$ cat src/rtl/uc_multiciclo.sv
// Multicycle control unit: sequences each instruction through FETCH, DECODE and EXEC.
// Define WAIT_STATE_EN to make FETCH wait for mem_ready from instruction memory.
module uc_multiciclo (
  input  logic        clk,
  input  logic        reset,
  input  logic [5:0]  opcode,
  input  logic        z,
  input  logic        mem_ready,
  output logic        mem_req,
  output logic        ir_load,
  output logic        we_pc,
  output logic        s_inc,
  output logic        s_inm,
  output logic        we3,
  output logic        wez,
  output logic [2:0]  op_alu,
  output logic        halted,
  output logic [15:0] instr_count,
  output logic [2:0]  state_dbg
);

  typedef enum logic [2:0] {
    ST_RST    = 3'b000,
    ST_FETCH  = 3'b001,
    ST_DECODE = 3'b010,
    ST_EXEC   = 3'b011,
    ST_HALT   = 3'b100
  } state_t;

  localparam logic [5:0] OP_JMP  = 6'b110000;
  localparam logic [5:0] OP_JZ   = 6'b110001;
  localparam logic [5:0] OP_JNZ  = 6'b110010;
  localparam logic [5:0] OP_HALT = 6'b111111;

  state_t      state, state_next;
  logic        z_q;
  logic        take;
  logic        fetch_done;
  logic [15:0] count_q;

`ifdef WAIT_STATE_EN
  assign fetch_done = mem_ready;
`else
  assign fetch_done = 1'b1;
`endif

  // z_q is captured in DECODE and the opcode is held stable through EXEC, so
  // this decode of the two is the branch decision registered at DECODE.
  always_comb begin
    case (opcode)
      OP_JMP:  take = 1'b1;
      OP_JZ:   take = z_q;
      OP_JNZ:  take = ~z_q;
      default: take = 1'b0;
    endcase
  end

  // NOTE: every output of this block gets a default first, so no path can infer a latch.
  always_comb begin
    state_next = state;
    mem_req    = 1'b0;
    ir_load    = 1'b0;
    we_pc      = 1'b0;
    s_inc      = 1'b1;
    s_inm      = 1'b0;
    we3        = 1'b0;
    wez        = 1'b0;
    op_alu     = 3'b000;
    halted     = 1'b0;

    case (state)
      ST_RST: state_next = ST_FETCH;

      ST_FETCH: begin
        mem_req = 1'b1;
        if (fetch_done) begin
          ir_load    = 1'b1;
          state_next = ST_DECODE;
        end
      end

      ST_DECODE: state_next = (opcode == OP_HALT) ? ST_HALT : ST_EXEC;

      ST_EXEC: begin
        we_pc      = 1'b1;
        state_next = ST_FETCH;
        if (!opcode[5]) begin
          op_alu = opcode[4:2];
          we3    = 1'b1;
          wez    = 1'b1;
        end else if (opcode[5:4] == 2'b10) begin
          we3   = 1'b1;
          s_inm = 1'b1;
        end else if (opcode == OP_JMP || opcode == OP_JZ || opcode == OP_JNZ) begin
          s_inc = ~take;
        end
      end

      ST_HALT: halted = 1'b1;

      default: state_next = ST_RST;
    endcase
  end

  // NOTE: sequential state uses non-blocking assignments so every flop samples pre-edge values.
  always_ff @(posedge clk or negedge reset) begin
    if (!reset) begin
      state   <= ST_RST;
      z_q     <= 1'b0;
      count_q <= 16'h0000;
    end else begin
      state <= state_next;
      if (state == ST_DECODE) z_q <= z;
      if (state == ST_EXEC) count_q <= count_q + 16'h0001;
    end
  end

  assign instr_count = count_q;
  assign state_dbg   = state;

endmodule

$ cat config.mk
export PLATFORM = sky130hd
export DESIGN_NAME = uc_multiciclo
export DESIGN_NICKNAME = d
export VERILOG_FILES = /design/src/rtl/uc_multiciclo.sv
export SDC_FILE = /design/constraint.sdc
export NUM_CORES = 1
export LEC_CHECK = 0
export CELL_PAD_IN_SITES_DETAIL_PLACEMENT = 0
export CELL_PAD_IN_SITES_GLOBAL_PLACEMENT = 1
export CORE_AREA = 4 4 63 65
export DETAILED_ROUTE_END_ITERATION = 6
export DIE_AREA = 0 0 67 69
export HOLD_SLACK_MARGIN = 0.03
export PLACE_DENSITY_LB_ADDON = 0.1
export SETUP_SLACK_MARGIN = 0.05
export SLEW_MARGIN = 15
export SYNTH_ARGS = -nofsm -noshare
export SYNTH_HDL_FRONTEND = slang
export SYNTH_SLANG_ARGS = --single-unit
$ cat constraint.sdc
create_clock -name clk -period 2 [get_ports clk]
set_input_delay 0.4 -clock clk [delete_from_list [all_inputs] [get_ports clk]]
set_output_delay 0.4 -clock clk [all_outputs]
set_load 0.1 [all_outputs]
==> results by group, run 1 <==
Outcome
  – Outcome: completed

Clocking
  – CTS clk-pin slew, worst paths: 120 ps
  – CTS buffer count: 3
  – CTS Buffer Depth: 2
  – Root buf cell: clkbuf_4
  – CTS Hold Bufs: 0
  – TritonCTS clock tree: yes
  – H-tree level count: 1
  – Worst-Skew Late Latency: 300 ps
  – TritonCTS sink count: 20

Floorplanning
  – Core ar.: 3340 um2
  – Die height: 69 um
  – Cell Rows: 21
  – Initial Utilization: 30.3%
  – IO Pins: 40
  – DIE AREA: 4620 um2
  – Die Width: 67 um

Final layout
  – Antenna Cells: 0
  – Share of cells above drive strength 1: 50.0%
  – Post-layout util: 55.0%
  – Final cell count without fillers: 196
  – Final nets: 162
  – P&R area growth vs syn: 81.6%

Global routing
  – GR Util All Layers: 11.5%
  – Largest net degree at the start of global routing: 21
  – Total global routing overflow: 0
  – Antenna violations before repair: 0
  – Vias in the first global route: 895
  – First-pass GRT wire length: 4170 um

Pwr
  – Clock Power Share: 11.2%
  – Power, Total: 2.94 mW
  – NetSw: 1.58 mW
  – Flop pwr share: 20.3%
  – Int Power: 1.36 mW
  – Comb power frac: 68.5%
  – Switching share of power: 53.7%
  – P_leak: 0.829 nW
  – Max VDD drop: 1.04 mV
  – Pwr dens: 1600 nW/um2

Routing
  – Met3 routed WL: 126 um
  – Vias: 869
  – Metal-1 WL: 1110 um
  – Vias/cell: 4.43
  – Max Used Layer: met4
  – Routed WL per cell: 12.4 um
  – First-pass DRT Iterations: 3
  – Final WL: 2420 um
  – Met2 WL: 1180 um
  – Drt first-iter violations: 57
  – Post-DRT Antenna Nets: 0
  – DRC Markers: 0

Yosys
  – Synth Area in Simple Gates: 28.2%
  – Post-synth top flop: dfrtp_1
  – Post-synth EDFFs: 0
  – Synth Area in Adders: 1.24%
  – Largest family of logic cells by synthesized area: simple AND/OR/NAND/NOR gates
  – Post-Syn Area: 1010 um2
  – Most numerous cell in the Yosys netlist: dfrtp_1
  – Post-synth top area share: 49.5%
  – Synth area leader: dfrtp_1
  – Distinct cell type count after synthesis: 26
  – Mux share of post-synthesis cell area: 2.23%
  – Synth Area in Compound Gates: 2.48%
  – Cell count after synthesis: 97
  – Seq/Total Area, Yosys: 49.5%
  – XOR/XNOR share of the synthesized area: 13.0%
  – Synth cell count leaders: 20 x dfrtp_1, 11 x nand2_1, 9 x xnor2_1, 7 x nor2_1
  – Syn_area_per_cell: 10.4 um2
  – Syn nets: 108
  – Yosys warns: 0
  – #FFs+latches synth: 20
  – Synth top area cells: dfrtp_1 50%, xnor2_1 7.8%, xor2_1 5.2%, nand2_1 4.1%, nand3_1 3.0%
  – Post-synth ARST share: 100%

Timing
  – Minimum clock period: 1990 ps
  – Final Setup Violations: 0
  – Final worst slack: 12.6 ps
  – FMAX: 503 MHz
  – Min Hold Slack: 418 ps
  – Final Hold Vio Count: 0
  – Worst-Margin Slew: 277 ps
  – Final period utilization: 99.4%
  – Slew Viols, Final: 0
  – Worst rel slew slack: 81.5%
  – Setup Skew: 8.22 ps
  – RSZ-0062 raised after global routing: true

Setup path
  – Worst-path maximum fanout: 5
  – Worst Path Arrival: 1590 ps
  – Setup CP Type: register to primary output
  – CP startpoint kind: register
  – Crit path required time: 1600 ps
  – CP Capture Type: primary output

Place
  – Port bufs: 38
  – Detailed placer's ending HPWL: 1870 um
  – Final Wtd Congestion: 0.749
  – DP Worst Slack: -58.6 ps
  – Number of cells after detailed placement: 187

Run
  – Max-cap violations: 0

Hold path
  – Worst Hold Class: primary input to asynchronous set/reset pin
[layer usage]
layer / up-vias / GRT usage (%)
li1: 431 / -
met1: 417 / 15.1
met2: 19 / 17.8
met3: 2 / 4.71
met4: 0 / 2.03
met5: - / 0
[sequential cells by signal, summed over array words and instances, names as in the netlist]
signal,flops
state_dbg,3
instr_count,16
z_q,1
[worst paths after layout]
check / start / end / slack (ps) / cells after the start
setup / recovery: state_dbg[2] / s_inm / 10 / 4
hold / removal: reset / instr_count[0] / 420 / 2
setup reg to reg: state_dbg[1] / instr_count[15] / 220 / 5
hold reg to reg: instr_count[15] / instr_count[15] / 490 / 1
max in group asynchronous: reset / state_dbg[2] / 1340 / 2
min in group clk: instr_count[15] / instr_count[15] / 490 / 1
[layout by cell type (no fill, tap or decap), types with 2 or more instances in the layout]
cell and count:
nor3b_4 2, nand3b_1 2, clkdlybuf4s50_1 4, buf_12 18, nand4_1 4, nand3_1 6, nand2b_1 3, xnor2_1 9
nor2_1 6, dfrtp_4 3, dfrtp_2 7, xor2_1 6, and2_4 3, nor2b_1 2, dfrtp_1 10, dlygate4sd2_1 3
inv_1 3, buf_4 25, a21oi_1 3, clkbuf_4 3, nand2_1 9
[kinds of logic after synthesis]
logic type	count (synthesis)
and+or+nand+nor	48
DFF	20
xor gates and xnor gates	15
adders and majority gates	1
muxes	2
buffers and inverters	6
AOI/OAI and AO/OA	5
[layout make-up]
class	count	area [um2]
Timing Repair Buffer	51	627
Tap cell	46	57.6
Sequential cell	20	520
Clock buffer	3	22.5
Fill cell	316	1500
Inverter	4	18.8
Clock inverter	1	30.0
Multi-Input combinational cell	71	559
[critical path, cell delays in order, from the launching register on]
cell,delay [ps]
dfrtp_4,490
nand3b_1,190
buf_4,190
nor3b_4,210
buf_12,200
[repair_timing]
item	in CTS	in global routing
setup buffers	5	0
pin swaps	4	0
setup endpoints to repair	7	8
resized for setup	6	2
[power groups by stage]
stage	Combinational (mW)	Sequential [mW]	Clock [mW]
after CTS	2.02	0.595	0.339
after global routing	2.10	0.609	0.357
final	2.01	0.596	0.330
after floorplan	0.792	1.16	0
after global placement	1.88	0.661	0
after detailed placement	1.88	0.664	0
[stage by stage]
| step | setup TNS, ps | area [um2] |
|---|---|---|
| finish | 0 | 1840 |
| global route | -334 | 1840 |
| CTS | -1.19 | 1830 |
| detailed placement | -58.6 | 1730 |
| global placement | -56.8 | 1730 |
| floorplan | -3980 | 1100 |
No activity file was read; power rests on OpenSTA's default activity.
==> run 2, diff against run 1 <==
--- a/config.mk
+++ b/config.mk
@@ -5,11 +5,12 @@
 export SDC_FILE = /design/constraint.sdc
 export NUM_CORES = 1
 export LEC_CHECK = 0
+export ABC_CLOCK_PERIOD_IN_PS = 2000
 export CELL_PAD_IN_SITES_DETAIL_PLACEMENT = 0
 export CELL_PAD_IN_SITES_GLOBAL_PLACEMENT = 1
-export CORE_AREA = 4 4 63 65
+export CORE_AREA = 2 2 61 63
 export DETAILED_ROUTE_END_ITERATION = 6
-export DIE_AREA = 0 0 67 69
+export DIE_AREA = 0 0 63 65
 export HOLD_SLACK_MARGIN = 0.03
 export PLACE_DENSITY_LB_ADDON = 0.1
 export SETUP_SLACK_MARGIN = 0.05
==> results by group, run 2 (same netlist as run 1, synthesis figures left out) <==
Routing
  – First-pass DRT Iterations: 2 (-1)
  – Routed WL per cell: 11.9 um (-3.5%)
  – DRC Markers: 0 (unchanged)
  – Vias: 879 (+1.2%)
  – Post-DRT Antenna Nets: 0 (unchanged)
  – Vias/cell: 4.44 (+0.13%)
  – Drt first-iter violations: 41 (-28%)
  – Final WL: 2360 um (-2.5%)

Timing
  – Minimum clock period: 1990 ps (-2.12 ps)
  – Setup Skew: 5.03 ps (-3.19 ps)
  – Final Hold Vio Count: 0 (unchanged)
  – Final period utilization: 99.3% (-0.11 points)
  – Final Setup Violations: 0 (unchanged)
  – FMAX: 504 MHz (+0.11%)
  – Worst-Margin Slew: 285 ps (+7.21 ps)
  – Setup tns final: 0 ps (unchanged)
  – Min Hold Slack: 427 ps (+8.90 ps)
  – Slew Viols, Final: 0 (unchanged)
  – RSZ-0062 raised after global routing: true
  – Worst rel slew slack: 81.0% (-0.48 points)

Floorplanning
  – Core ar.: 3500 um2 (+4.8%)
  – Die Width: 63 um (-6.0%)
  – Initial Utilization: 28.9% (-1.4 points)
  – Cell Rows: 22 (+4.8%)
  – DIE AREA: 4100 um2 (-11%)
  – Die height: 65 um (-5.8%)
  – IO Pins: 40 (unchanged)

Global routing
  – GR Util met3: 4.69% (-0.020 points)
  – First-pass GRT wire length: 4220 um (+0.98%)
  – GR peak layer: met2
  – Total global routing overflow: 0 (unchanged)
  – GR Util All Layers: 13.4% (+1.9 points)
  – Antenna violations before repair: 0 (unchanged)
  – Largest net degree at the start of global routing: 21 (unchanged)
  – Met1 Use GR: 16.4% (+1.3 points)
  – Vias in the first global route: 882 (-1.5%)
  – Routing usage on met2: 20.9% (+3.1 points)

Final layout
  – Antenna Cells: 0 (unchanged)
  – Post-layout util: 51.8% (-3.3 points)
  – Fillers: 336 (+6.3%)
  – Share of cells above drive strength 1: 49.3% (-0.67 points)
  – Most common cell after layout, fill and taps aside: buf_4
  – Commonest non-fill, non-tap cells in the layout: 24 x buf_4, 17 x buf_12, 10 x dfrtp_1
  – P&R area growth vs syn: 79.0%
  – Max reg flops: 16 (unchanged)
  – Final nets: 162 (unchanged)

Pwr
  – Clock Power Share: 7.2% (-4.0 points)
  – Pwr dens: 1560 nW/um2 (-2.6%)
  – Comb power frac: 71.6% (+3.1 points)
  – P_leak: 0.815 nW (-1.6%)
  – Flop pwr share: 21.3% (+1.0 points)
  – Int Power: 1.25 mW (-8.2%)
  – NetSw: 1.57 mW (-0.28%)
  – Max VDD drop: 1.00 mV (-4.3%)
  – Switching share of power: 55.8% (+2.1 points)

Setup path
  – R2r setup slk: 240 ps (+20 ps)
  – Worst-path maximum fanout: 5 (unchanged)
  – Crit path cell chain: nand3b_1 > buf_6 > nor2_4 > and2_4 > buf_12
  – FF-to-FF Start: state_dbg[0]
  – Setup CP Type: register to primary output
  – Critical Path Max Stage Delay: 490 ps (about the same)
  – Crit path required time: 1600 ps (about the same)
  – Critical path's top delay family: flip-flops
  – RR Endpoint: instr_count[15]
  – Worst reg2reg path depth: 5 (unchanged)
  – Crit path buffers/inverters: 2 (unchanged)
  – CP startpoint kind: register
  – Critical path depth: 5 (+1)
  – CP Capture Type: primary output
  – Worst Path Arrival: 1590 ps (about the same)
  – Worst Setup SP: state_dbg[2]
  – CP max-delay cell: dfrtp_4

Clocking
  – CTS buffer count: 3 (unchanged)
  – Root buf cell: clkbuf_4
  – H-tree level count: 1 (unchanged)
  – CTS Buffer Depth: 2 (unchanged)
  – CTS Hold Bufs: 0 (unchanged)
  – TritonCTS sink count: 20 (unchanged)
  – CTS clk-pin slew, worst paths: 110 ps (about the same)
  – Worst-Skew Late Latency: 300 ps (about the same)
  – TritonCTS clock tree: yes

Run
  – Max-cap violations: 0 (unchanged)

Hold path
  – Worst Hold Class: primary input to asynchronous set/reset pin

Outcome
  – Outcome: completed

Place
  – Port bufs: 38 (unchanged)
  – Detailed placer's ending HPWL: 1790 um (-4.2%)
  – Final Wtd Congestion: 0.690 (-7.8%)
==> run 2: stage by stage <==
step | area [um2] | power, mW | instances | setup slack (ps)
after detailed placement | 1720 | 2.54 | 189 | -155
final | 1810 | 2.82 | 198 | 14.7
after global placement | 1720 | 2.53 | 189 | -140
after CTS | 1790 | 2.81 | 197 | -57.6
after global routing | 1810 | 2.95 | 198 | -90.2
after floorplan | 1100 | 1.95 | 97 | -567
==> run 2: how the worst max path moves through the flow <==
stage	end	slack, ps
floorplan	op_alu[0]	-570
global placement	s_inc	-140
detailed placement	s_inc	-150
CTS	s_inc	-60
global route	op_alu[1]	-90
finish	op_alu[1]	10
==> run 2: area by class of cell <==
| class | count | area, um2 | share of cell area (%) |
|---|---|---|---|
| multi-input cells | 71 | 561 | 31.0 |
| inverters | 4 | 18.8 | 1.04 |
| flip-flops and latches | 20 | 520 | 28.8 |
| repair buffers | 51 | 623 | 34.4 |
| clock buffers | 4 | 26.3 | 1.45 |
| well taps | 48 | 60.1 | 3.32 |
==> run 2: metal layers <==
layer / vias up / part of all wire [%]
li1: 432 / -
met1: 413 / 44
met2: 30 / 47
met3: 4 / 7.0
met4: 0 / 1.7
met5: - / 0
==> run 2: power groups by stage <==
| stage | sequential, mW | clock (mW) | combinational (mW) |
|---|---|---|---|
| floorplan | 1.16 | 0 | 0.792 |
| global placement | 0.660 | 0 | 1.87 |
| detailed placement | 0.663 | 0 | 1.88 |
| CTS | 0.599 | 0.215 | 2.00 |
| global route | 0.617 | 0.238 | 2.09 |
| finish | 0.599 | 0.203 | 2.02 |
==> run 2: what timing repair did <==
| item | in CTS | in global routing |
|---|---|---|
| endpoints found under the setup margin | 6 | 10 |
| pin swaps | 3 | 3 |
| buffers inserted | 4 | 1 |
| gates resized for setup | 5 | 4 |
